`config.mk`:
```
export PLATFORM = sky130hd
export DESIGN_NAME = cbp_pipelined_subtractor
export DESIGN_NICKNAME = d
export VERILOG_FILES = /design/src/rtl/cbp_pipelined_subtractor.sv
export SDC_FILE = /design/constraint.sdc
export NUM_CORES = 1
export LEC_CHECK = 0
export ABC_AREA = 1
export CAP_MARGIN = 10
export CORE_MARGIN = 2
export CORE_UTILIZATION = 55
export CTS_CLUSTER_SIZE = 12
export DETAILED_ROUTE_END_ITERATION = 8
export PLACE_DENSITY = 0.78
export RECOVER_POWER = 50
export SYNTH_ARGS = -nofsm -noshare
export SYNTH_HDL_FRONTEND = slang
export SYNTH_SLANG_ARGS = --single-unit
```
`constraint.sdc`:
```
create_clock -name clk -period 2.3 [get_ports clk]
set_clock_uncertainty 0.05 [all_clocks]
set_input_delay 0.345 -clock clk [delete_from_list [all_inputs] [get_ports clk]]
set_output_delay 0.345 -clock clk [all_outputs]
set_load 0.01 [all_outputs]
```
`src/rtl/cbp_pipelined_subtractor.sv`:
```
// Pipelined subtractor: Diff = A - B - Bin, one carry-bypass chunk resolved per stage.
// Operands skew through the stage registers while the borrow chain ripples chunk by chunk.

module cbp_chunk #(
  parameter int W = 8
) (
  input  logic [W-1:0] a,
  input  logic [W-1:0] b,
  input  logic         cin,
  output logic [W-1:0] s,
  output logic         cout
);
  logic [W:0] rip;
  logic       p;

  assign rip  = {1'b0, a} + {1'b0, ~b} + {{W{1'b0}}, cin};
  // every bit propagates: the chunk is transparent to the incoming carry
  assign p    = &(a ^ ~b);
  assign s    = rip[W-1:0];
  assign cout = p ? cin : rip[W];
endmodule

module cbp_pipelined_subtractor #(
  parameter int NUM_BITS   = 32,
  parameter int NUM_STAGES = 4
) (
  input  logic                clk,
  input  logic                rst_n,
  input  logic                in_valid,
  output logic                in_ready,
  input  logic [NUM_BITS-1:0] A,
  input  logic [NUM_BITS-1:0] B,
  input  logic                Bin,
  output logic                out_valid,
  input  logic                out_ready,
  output logic [NUM_BITS-1:0] Diff,
  output logic                Bout,
  output logic                Ovf,
  output logic                Zero
);
  localparam int W   = NUM_BITS / NUM_STAGES;
  localparam int MSB = NUM_BITS - 1;

  if (NUM_BITS % NUM_STAGES != 0) begin : g_bad_split
    $error("NUM_BITS must be a multiple of NUM_STAGES");
  end

  typedef struct packed {
    logic [NUM_BITS-1:0] a;
    logic [NUM_BITS-1:0] b;
    logic [NUM_BITS-1:0] d;
    logic                c;
    logic                am;
    logic                bm;
  } stage_t;

  stage_t [NUM_STAGES-1:0]        st, st_nxt;
  stage_t                         lst;
  logic   [NUM_STAGES:1]          vld_pipe;
  logic   [NUM_STAGES-1:0][W-1:0] ch_s;
  logic   [NUM_STAGES-1:0]        ch_c;
  logic                           bout_r, ovf_r, zero_r;
  logic                           bout_n, ovf_n, zero_n;
  logic                           adv;

  assign out_valid = vld_pipe[NUM_STAGES];
  assign adv       = out_ready || !out_valid;
  assign in_ready  = adv;

  for (genvar i = 0; i < NUM_STAGES; i++) begin : g_lane
    logic [W-1:0] ca, cb;
    logic         ci;
    if (i == 0) begin : g_head
      assign ca = A[W-1:0];
      assign cb = B[W-1:0];
      assign ci = ~Bin;
    end else begin : g_body
      assign ca = st[i-1].a[i*W +: W];
      assign cb = st[i-1].b[i*W +: W];
      assign ci = st[i-1].c;
    end
    cbp_chunk #(.W(W)) u_chunk (
      .a   (ca),
      .b   (cb),
      .cin (ci),
      .s   (ch_s[i]),
      .cout(ch_c[i])
    );
  end

  always_comb begin
    st_nxt            = st;
    st_nxt[0].a       = A;
    st_nxt[0].b       = B;
    st_nxt[0].d       = '0;
    st_nxt[0].d[W-1:0] = ch_s[0];
    st_nxt[0].c       = ch_c[0];
    st_nxt[0].am      = A[MSB];
    st_nxt[0].bm      = B[MSB];
    for (int i = 1; i < NUM_STAGES; i++) begin
      st_nxt[i]              = st[i-1];
      st_nxt[i].d[i*W +: W]  = ch_s[i];
      st_nxt[i].c            = ch_c[i];
    end
  end

  // flags are registered alongside the final chunk so they stay aligned with Diff
  assign lst    = st_nxt[NUM_STAGES-1];
  assign zero_n = ~|lst.d;
  assign bout_n = ~lst.c;
  assign ovf_n  = (lst.am ^ lst.bm) & (lst.d[MSB] ^ lst.am);

  always_ff @(posedge clk or negedge rst_n) begin
    if (!rst_n) begin
      st       <= '0;
      vld_pipe <= '0;
      bout_r   <= 1'b0;
      ovf_r    <= 1'b0;
      zero_r   <= 1'b0;
    end else if (adv) begin
      st          <= st_nxt;
      vld_pipe[1] <= in_valid;
      for (int i = 2; i <= NUM_STAGES; i++) vld_pipe[i] <= vld_pipe[i-1];
      bout_r      <= bout_n;
      ovf_r       <= ovf_n;
      zero_r      <= zero_n;
    end
  end

  assign Diff = st[NUM_STAGES-1].d;
  assign Bout = bout_r;
  assign Ovf  = ovf_r;
  assign Zero = zero_r;
endmodule

```
### After elaboration in Yosys (flattened, before gate mapping)

Cells that the tools add are included.

* bits in registers: 288

* $add $sub $neg: 8
* reductions and logical operators: 8
* muxes and demuxes: 4
* bitwise operators: 13

Operators by type and width (number)
* 8-bit by 8-bit adder with 9-bit output: 4
* 9-bit by 1-bit adder with 9-bit output: 4
* 8-bit NOT: 4
* 8-bit AND reduction: 4
* 32-bit OR reduction: 1
* 8-bit XOR: 4
* 1-bit 2-to-1 mux: 4
* 1-bit zero test: 2
* 1-bit NOT: 2
* 1-bit XOR: 2
* 1-bit bitwise AND: 1
* 1-bit logical OR: 1

### Depth between registers and ports, before layout

Gate-level depths: netlist of run 1.

* depth in word-level cells: 5
* gate-level depth with buffers: 12
* mapped depth without buffers: 12

### By module

A second synthesis of run 1 with hierarchy kept.

* cell total of the unflattened synthesis: 1147
* area, all modules: 9201.3 µm²

By module, submodules not included
* cbp_pipelined_subtractor: cells an instance 803, area each 7339.5 µm², sequential area each 4654.5 µm², instances 1
* cbp_chunk: cells an instance 86, area each 465.4 µm², sequential area each 0.0 µm², instances 4

### Least setup slack after synthesis of run 1

OpenSTA, ideal clock, no wires.

* kind: flip-flop to flip-flop
* start: register st (netlist bit g_lane[3].ca[0])
* end: register zero_r, in the netlist Zero
* clock period less this slack: 1.961 ns
* cell stages (with the launch flop): 10
* setup time: 0.065 ns
* data arrival time: 1.846 ns
* required time: 2.185 ns
* path buffers: 0
* setup slack: 0.339 ns
* path through: dfrtp_1 > fa_1 > fa_1 > nor3_1 > nand2_1 > nor2_1 > nand3_1 > nor2_1 > nand3_1 > nand2_1

RTL lines
* start, declared: RTL line 57 `stage_t [NUM_STAGES-1:0] st, st_nxt;`
* start signal, assigned: RTL line 121 `st <= st_nxt;`
* end signal, assigned: RTL line 126 `zero_r <= zero_n;`
* end, declared: RTL line 62 `logic bout_r, ovf_r, zero_r;`

### Worst setup path in the final report of run 1

* start: register st (netlist bit g_lane[3].ca[0])
* end: register zero_r, in the netlist Zero

* cells in the longest elaborated chain, start to end: 4

Ends and longest elaborated chain
* 8-bit by 8-bit adder with 9-bit output: RTL line 16 `assign rip = {1'b0, a} + {1'b0, ~b} + {{W{1'b0}}, cin};`
* 9-bit by 1-bit adder with 9-bit output: RTL line 16
* 32-bit OR reduction: RTL line 109 `assign zero_n = ~|lst.d;`
* 1-bit zero test: RTL line 109

No other way between the ends.
A chain may end at the register's enable or synchronous reset.

==> results of run 1 <==
layer usage:
layer | vias to the layer above | track usage, %
met5 | - | 0
met4 | 0 | 7.13
met3 | 21 | 4.13
met2 | 128 | 32.2
met1 | 2999 | 31.4
li1 | 3321 | -
placed cells by master, fill, tap and decap left out, drive strengths merged, types with 5 or more instances in the layout:
cell type	synthesis	final
clkbuf	6	25
xnor2	9	9
or2	5	5
o21ai	125	125
buf	67	12
nor2	39	39
a31oi	8	8
nand3	20	20
a21oi	18	18
inv	102	102
ha	32	32
dfrtp	186	186
nand2	372	372
fa	8	8
clkdlybuf4s50	0	104
nand4	9	9
kinds of logic after synthesis:
group	Yosys count	synth area share, %
buf+inv	175	10.7
xor+xnor	13	1.28
simple gates	450	19.9
flops	186	52.4
fa+ha+maj	40	6.31
compound gates	160	9.47
power breakdown:
part | switching [mW] | internal (mW) | leakage [nW]
logic | 3.46 | 2.50 | 2.67
registers | 0.751 | 4.69 | 2.25
clock network | 1.23 | 1.79 | 0.291
total | 5.44 | 8.98 | 5.21
synthesized netlist by cell type (8+ instances only):
cell     count  area share [%]
dfrtp_1    186              52
a31oi_1      8            0.56
inv_1      101             4.3
xnor2_1      9            0.89
fa_1         8             1.8
buf_2       13            0.73
o21ai_0     95             5.3
nand3_1     20             1.1
buf_6       20             2.5
nand4_1      9            0.63
nand2_1    372              16
ha_1        32             4.5
buf_4       34             2.9
nor2_1      39             1.6
a21oi_1     18             1.0
o21ai_1     28             1.6
state kept, by name, indices dropped and copies added, names as in the netlist:
| name | count |
|---|---|
| Bout | 1 |
| Diff | 32 |
| Ovf | 1 |
| Zero | 1 |
| g_lane.ca | 24 |
| g_lane.cb | 24 |
| g_lane.ci | 3 |
| lst | 24 |
| st | 72 |
| vld_pipe | 4 |
layout make-up:
| class | instances | area (µm²) |
|---|---|---|
| flip-flops and latches | 186 | 4650 |
| well taps | 216 | 270 |
| multi-input cells | 663 | 3290 |
| inverters | 102 | 385 |
| clock buffers | 21 | 470 |
| repair buffers | 121 | 1230 |
| fillers | 1327 | 5380 |
| clock inverters | 11 | 144 |
path summary, 6_finish.rpt:
kind / startpoint / end / slack, ns
min reg2reg: st[97] / st[97] / 0.42
max in group asynchronous: rst_n / st[10] / 0.35
max: g_lane[3].ca[0] / Zero / 0.13
min in group asynchronous: rst_n / g_lane[3].ca[6] / 0.72
min: A[26] / st[93] / 0.40
max reg2reg: g_lane[3].ca[0] / Zero / 0.13
what timing repair did:
action | CTS | global route
hold buffers | 1 | 0
endpoints found under the setup margin | 0 | 4
endpoints found under the hold margin | 54 | 0
resized for setup | 0 | 3
worst max-delay path: cells and delay by family (launching register included):
kind                       cells  cell delay [ns]
adders and majority gates      2             0.84
and+or+nand+nor                6             0.52
DFF                            1             0.43
xor gates and xnor gates       1             0.27
per-stage QoR:
step | util [%] | std cells | instance area (µm²) | TNS (ns) | hold slack [ns]
floorplan | - | 1024 | 8890 | 0 | -0.000591
CTS | 66.2 | 1320 | 10500 | 0 | 0.379
global placement | 62.2 | 1287 | 9850 | -0.607 | 0.295
global route | 66.0 | 1320 | 10400 | 0 | 0.405
finish | 66.0 | 1320 | 10400 | 0 | 0.395
detailed placement | 62.2 | 1287 | 9850 | -0.773 | 0.296
==> key figures, run 1 <==
Run status
  – Outcome: complete, no violations

Setup path
  – R2R cell count: 9
  – Max stage delay on crit path: ~0.43 ns
  – Crit Path Max Fanout: 3
  – CP max stage cell: dfrtp_1
  – Worst Path Arrival: 2.49 ns
  – Crit path cell chain: fa_2 > fa_1 > nand2_1 > nand2_1 > nand2_1 > nand2_1 > xnor2_1 > nand3_1 > nand2_1
  – CP startpoint kind: flip-flop
  – CP endpoint kind: flip-flop
  – Worst endpoint required time: ~2.6 ns
  – Critical path class: flip-flop to flip-flop
  – Cell mode on critical path: nand2_1

Drt
  – DRC Markers: 0
  – 1st-iter DRT viols: a little under 400
  – DR top layer: met4
  – WL final: approximately 17000 µm
  – Met3 wire length: 623 µm
  – First-pass iteration count of the detailed router: 5
  – Antenna-violating nets left: 0
  – Metal-1 WL: around 8600 µm
  – Vias after detailed routing: about 6500
  – Wire length per cell: ~13 µm
  – Met2 wire length: around 7700 µm
  – Vias per cell: around 4.9

Min path
  – Worst min path class: input port to flip-flop
  – Hold path depth: 3

Clocking
  – Clock net sink count: ~190
  – Clock Pin Slew Worst Setup and Hold Paths: about 0.070 ns
  – Total CTS buffers: 17
  – Maximum root-to-sink buffer count: 2
  – Root Buffer: clkbuf_16
  – Post-CTS setup buffers: 0
  – H-tree depth: 4
  – Worst-Skew Late Latency: between 0.4 and 0.5 ns
  – CTS tree: done

Timing
  – Period Utilization, post-route: a little over nine tenths
  – Min Tclk post-route: roughly 2.2 ns
  – PnR worst setup slack: ~0.13 ns
  – Max-slew violations: 0
  – Fmax: between 0.4 and 0.5 GHz
  – Final setup violating endpoints: 0
  – Final hold violations: 0
  – RSZ-0062 raised after global routing: no
  – Max_slew headroom: 5.49%
  – Worst Tran Pin Value: 1.42 ns

Floorplan
  – DIE WIDTH: about 130 µm
  – IO Count: 106
  – Rows: 46
  – Die area: between 15000 and 20000 µm²
  – Core region area: between 15000 and 20000 µm²
  – Initial core utilization: 56.2%
  – Die outline height: roughly 130 µm

Global routing
  – Gr usage total: between 20% and 30%
  – Pin count of the biggest net entering global routing: 89
  – Vias in the first global route: between 6000 and 7000
  – First-pass GRT wire length: between 30000 and 40000 µm
  – Initial antenna violation count: 0
  – Gr ovfl total: 0

Logic synthesis
  – Avg Inst Size Synth: roughly 8.7 µm²
  – Count of state elements after synthesis: roughly 190
  – Mapped cell area: 8890 µm²
  – Register area share after synthesis: 52.4%
  – FFs w/ async S/R, synth: between 90% and 100%
  – Mapped Cells: approximately 1000
  – Post-synth EDFFs: 0
  – Main flop type after synthesis: dfrtp_1
  – Syn nets: 1133
  – Yosys Warn Count: 0
  – Synth cell types: 28

Power
  – Total power: 14.4 mW
  – Worst VDD drop: 0.688 mV
  – Leak: around 5.2 nW
  – PD cells: approximately 1400 nW/µm²

Placement
  – Gpl congestion: 0.850
  – Worst slack, placed: -0.290 ns
  – HPWL after detailed placement: approximately 12000 µm
  – IO Port Bufs: about 110

Layout
  – Share of layout cells above drive strength 1: slightly above 5%
  – ANT cells: 0
  – Layout area overhead: 17.5%
  – Nets: 1200

Run
  – Max-cap violations: 0
(Power assumes the default switching activity.)
==> run 2: changes to the inputs <==
Settings changed: SKIP_LAST_GASP set to 1.
Clock period 2.3 ns to 2.34 ns, I/O delays scaled along.
==> key figures, run 2 (same netlist as run 1, synthesis figures left out) <==
Run status
  – Outcome: complete, no violations

Global routing
  – First-pass GRT wire length: around 30000 µm
  – Gr ovfl total: 0
  – Pin count of the biggest net entering global routing: just under 70
  – Initial antenna violation count: 0
  – Vias in the first global route: about 6500
  – Gr usage total: roughly 22%

Timing
  – Worst Tran Pin Value: ~1.5 ns
  – Period Utilization, post-route: 92.5%
  – Max-slew violations: 0
  – TNS Setup: 0 ns
  – Final hold violations: 0
  – Max_slew headroom: less than 1%
  – Final setup violating endpoints: 0
  – Fmax: 0.462 GHz
  – Min Tclk post-route: roughly 2.2 ns
  – PnR worst setup slack: 0.174 ns
  – RSZ-0062 raised after global routing: no

Floorplan
  – Rows: between 40 and 50
  – Core region area: 15800 µm²
  – Initial core utilization: a little under three fifths
  – IO Count: about 110
  – Die area: ~17000 µm²
  – Die outline height: about 130 µm
  – DIE WIDTH: approximately 130 µm

Power
  – Worst VDD drop: around 0.6 mV
  – Leak: 5.21 nW
  – Total power: 13.9 mW
  – P_int: 8.55 mW
  – Comb power frac: around 42%
  – PD cells: about 1300 nW/µm²
  – Reg power frac: roughly two fifths
  – Switching pwr: 5.34 mW
  – Sw frac: approximately two fifths
  – Clk pwr share: around a fifth

Min path
  – Worst min path class: input port to flip-flop

Drt
  – Antenna-violating nets left: 0
  – Vias after detailed routing: 6545
  – Wire length per cell: about 13 µm
  – WL final: about 17000 µm
  – 1st-iter DRT viols: around 460
  – First-pass iteration count of the detailed router: 5
  – DRC Markers: 0
  – Vias per cell: a little under 5

Layout
  – Share of layout cells above drive strength 1: 5.07%
  – Fill count: 1315
  – Nets: 1200
  – Largest register by flop count: st
  – Number of flip-flops in the largest register: 72
  – Layout area overhead: 16.9%
  – Commonest non-fill, non-tap cell in the layout: nand2_1
  – Most frequent cells in the layout: nand2_1, dfrtp_1, clkdlybuf4s50_1
  – ANT cells: 0

Setup path
  – Critical path class: flip-flop to flip-flop
  – CP startpoint kind: flip-flop
  – CP endpoint kind: flip-flop
  – Worst Path Arrival: between 2 and 2.5 ns
  – Crit Path Max Fanout: 3
  – Worst endpoint required time: around 2.6 ns

Placement
  – Worst slack, placed: -0.215 ns
  – HPWL after detailed placement: 12600 µm
  – Gpl congestion: approximately 0.85
  – IO Port Bufs: about 110

Clocking
  – Worst-Skew Late Latency: 0.43 ns
  – Clock Pin Slew Worst Setup and Hold Paths: approximately 0.070 ns
  – Maximum root-to-sink buffer count: 2
  – Total CTS buffers: 17
  – Root Buffer: clkbuf_16
  – H-tree depth: 4
  – CTS tree: done
  – Clock net sink count: around 190
  – Post-CTS setup buffers: 0

Run
  – Max-cap violations: 0
run 2: cell types whose count changed in the layout (fill, tap and decap cells not counted), moves of 3 or more:
| cell | before | now |
|---|---|---|
| clkinvlp_4 | 4 | 1 |
| o21ai_1 | 24 | 21 |
| bufinv_16 | 3 | 0 |
| o21ai_0 | 99 | 102 |
run 2: through the flow:
stage / utilization (%) / hold WS [ns] / cell area (µm²) / cells
floorplan: - / 0.00541 / 8890 / 1024
global placement: 62.5 / 0.313 / 9880 / 1287
detailed placement: 62.5 / 0.316 / 9880 / 1287
CTS: 66.0 / 0.391 / 10400 / 1320
global route: 65.7 / 0.414 / 10400 / 1320
finish: 65.7 / 0.406 / 10400 / 1320
run 2: metal layers:
metal	vias to the layer above	wire (µm)	GRT usage, %
li1	3312	-	-
met1	3069	8540	30.9
met2	137	7880	33.5
met3	27	652	3.82
met4	0	256	7.37
met5	-	0	0
run 2: worst paths after layout:
check / startpoint / end / slack [ns] / cells past startpoint
max: g_lane[2].cb[0] / lst[25] / 0.17 / 11
min: A[14] / g_lane[1].ca[6] / 0.41 / 3
max reg2reg: g_lane[2].cb[0] / lst[25] / 0.17 / 11
min reg2reg: vld_pipe[3] / vld_pipe[4] / 0.42 / 2
max in group asynchronous: rst_n / Diff[10] / 0.37 / 3
min in group asynchronous: rst_n / st[161] / 0.76 / 2
run 2: critical path, stage by stage (launching register included):
cell and delay (ns):
dfrtp_1 0.36, inv_1 0.11, fa_1 0.24, inv_1 0.06
fa_1 0.39, inv_1 0.07, nand3_1 0.06, nand2_1 0.11
a21oi_1 0.11, or2_2 0.28, nand3_1 0.10, o21ai_0 0.11
run 2: power groups by stage:
| stage | Combinational (mW) | Sequential (mW) | Clock (mW) |
|---|---|---|---|
| detailed placement | 5.87 | 5.41 | 0 |
| finish | 5.88 | 5.35 | 2.66 |
| floorplan | 4.52 | 5.18 | 0 |
| global route | 6.73 | 5.51 | 2.84 |
| global placement | 5.72 | 5.36 | 0 |
| CTS | 5.94 | 5.36 | 2.70 |
run 2: timing repair:
action	4_1_cts	5_1_grt
endpoints found under the hold margin	55	0
endpoints found under the setup margin	0	2
hold buffers	1	0
resized for setup	0	1
run 2: cell type report:
cell class	instances	area (µm²)	area share, %
multi-input combinational	663	3290	31.7
inverter	102	385	3.71
clock buffer	22	484	4.66
tap	216	270	2.60
sequential	186	4650	44.8
timing repair buffer	121	1240	11.9
clock inverter	10	67.6	0.650
==> run 3: changes to the inputs <==
Settings changed: CORE_UTILIZATION 55 to 40, PLACE_DENSITY 0.78 to not set, PLACE_DENSITY_LB_ADDON set to 0.1.
==> key figures, run 3 (same netlist as run 1, synthesis figures left out) <==
Run status
  – Outcome: complete, no violations

Clocking
  – Root Buffer: clkbuf_16
  – Clock Pin Slew Worst Setup and Hold Paths: roughly 0.07 ns
  – Maximum root-to-sink buffer count: 2
  – Total CTS buffers: 17
  – Post-CTS setup buffers: 0
  – H-tree depth: 4
  – CTS tree: done
  – Clock net sink count: 186
  – Worst-Skew Late Latency: 0.43 ns

Power
  – Leak: 5.20 nW
  – Worst VDD drop: 0.558 mV
  – PD cells: between 1000 and 1500 nW/µm²

Setup path
  – CP endpoint kind: flip-flop
  – Crit Path Max Fanout: 3
  – Worst endpoint required time: ~2.7 ns
  – Worst Path Arrival: approximately 2.5 ns
  – CP startpoint kind: flip-flop
  – Critical path class: flip-flop to flip-flop

Global routing
  – Vias in the first global route: 6195
  – Pin count of the biggest net entering global routing: between 90 and 100
  – First-pass GRT wire length: ~31000 µm
  – Gr ovfl total: 0
  – Gr usage total: between 10% and 20%
  – Initial antenna violation count: 0

Floorplan
  – IO Count: around 110
  – Die area: ~23000 µm²
  – Die outline height: approximately 150 µm
  – DIE WIDTH: between 150 and 200 µm
  – Core region area: approximately 22000 µm²
  – Initial core utilization: ~41%
  – Rows: 54

Timing
  – Worst Tran Pin Value: approximately 1.4 ns
  – Max-slew violations: 0
  – Max_slew headroom: 3.87%
  – PnR worst setup slack: 0.205 ns
  – Period Utilization, post-route: between 90% and 100%
  – Final hold violations: 0
  – Fmax: 0.468 GHz
  – Final setup violating endpoints: 0
  – Min Tclk post-route: ~2.1 ns
  – RSZ-0062 raised after global routing: no

Layout
  – Share of layout cells above drive strength 1: roughly 5%
  – Layout area overhead: 17.9%
  – Final std cells w/o fill: about 1400
  – Nets: 1198
  – Commonest non-fill, non-tap cell in the layout: nand2_1
  – Number of flip-flops in the largest register: 72
  – ANT cells: 0
  – Largest register by flop count: st
  – Layout Utilization: between 40% and 50%
  – Most frequent cells in the layout: nand2_1, dfrtp_1, clkdlybuf4s50_1
  – Final Cell Area: about 10000 µm²

Min path
  – Worst min path class: input port to flip-flop

Drt
  – WL final: about 18000 µm
  – DRC Markers: 0
  – 1st-iter DRT viols: 290
  – Antenna-violating nets left: 0
  – First-pass iteration count of the detailed router: 4
  – Wire length per cell: approximately 13 µm
  – Vias after detailed routing: approximately 6300
  – Vias per cell: 4.54

Placement
  – Gpl congestion: approximately 0.84
  – IO Port Bufs: 105
  – HPWL after detailed placement: approximately 13000 µm
  – Placed insts: between 1000 and 1500
  – Placed Area: between 9000 and 10000 µm²
  – Worst slack, placed: -0.192 ns

Run
  – Max-cap violations: 0
[run 3: cell count changes in the layout (fill, tap and decap cells not counted), moves of 2 or more]
cell and delta:
inv_6 +3, clkbuf_2 +2, clkbuf_8 -4, inv_8 +2
o21ai_0 -5, clkinv_2 -2, buf_4 -2, o21ai_1 +5
clkinv_4 -2, clkinvlp_4 +2, bufinv_16 +2
[run 3: cell type report]
class	instances	area, µm²
clock buffers	17	425
well taps	280	350
flip-flops and latches	186	4650
inverters	102	385
clock inverters	15	164
multi-input cells	663	3290
fillers	2168	11300
repair buffers	119	1210
[run 3: path summary, 6_finish.rpt]
check                                start        to  slack (ns)  depth (start not counted)
max                        g_lane[3].ca[0]      Zero        0.20                          9
min                                  B[21]    st[56]        0.40                          3
min in group asynchronous            rst_n    st[96]        0.74                          2
max in group asynchronous            rst_n  Diff[19]        0.39                          3
min reg2reg                       Diff[24]  Diff[24]        0.42                          2
max reg2reg                g_lane[3].ca[0]      Zero        0.20                          9
[run 3: timing repair]
item	4_1_cts	5_1_grt
resized for setup	0	1
endpoints found under the hold margin	53	0
hold buffers	1	0
setup endpoints to repair	0	2
[run 3: worst max-delay path: stages, from the launching register on]
cell,delay [ns]
dfrtp_1,0.42
fa_1,0.50
fa_1,0.43
xnor2_1,0.23
nand2_1,0.07
nor2_1,0.08
nand3_1,0.08
nor2_1,0.09
nand3_1,0.07
nand2_1,0.06
[run 3: stage by stage]
step                      total power [mW]  TNS [ns]  hold WS [ns]
after floorplan                       9.70         0       0.00541
after global placement                11.2    -0.386         0.316
after detailed placement              11.3    -0.492         0.319
after CTS                             14.2         0         0.382
after global routing                  15.4         0         0.394
final                                 14.0         0         0.400
[run 3: power by group]
group	switching, mW	leakage [nW]	internal [mW]
registers	0.742	2.25	4.60
logic	3.34	2.67	2.45
clock network	1.31	0.284	1.60
[run 3: routing by layer]
metal	wire length [µm]	track usage, %	part of all wire [%]	vias to the layer above
met2	7500	23.3	42	86
met1	9780	25.0	54	2849
met5	0	0	0	-
met3	489	3.06	2.7	19
li1	-	-	-	3320
met4	225	4.89	1.2	0
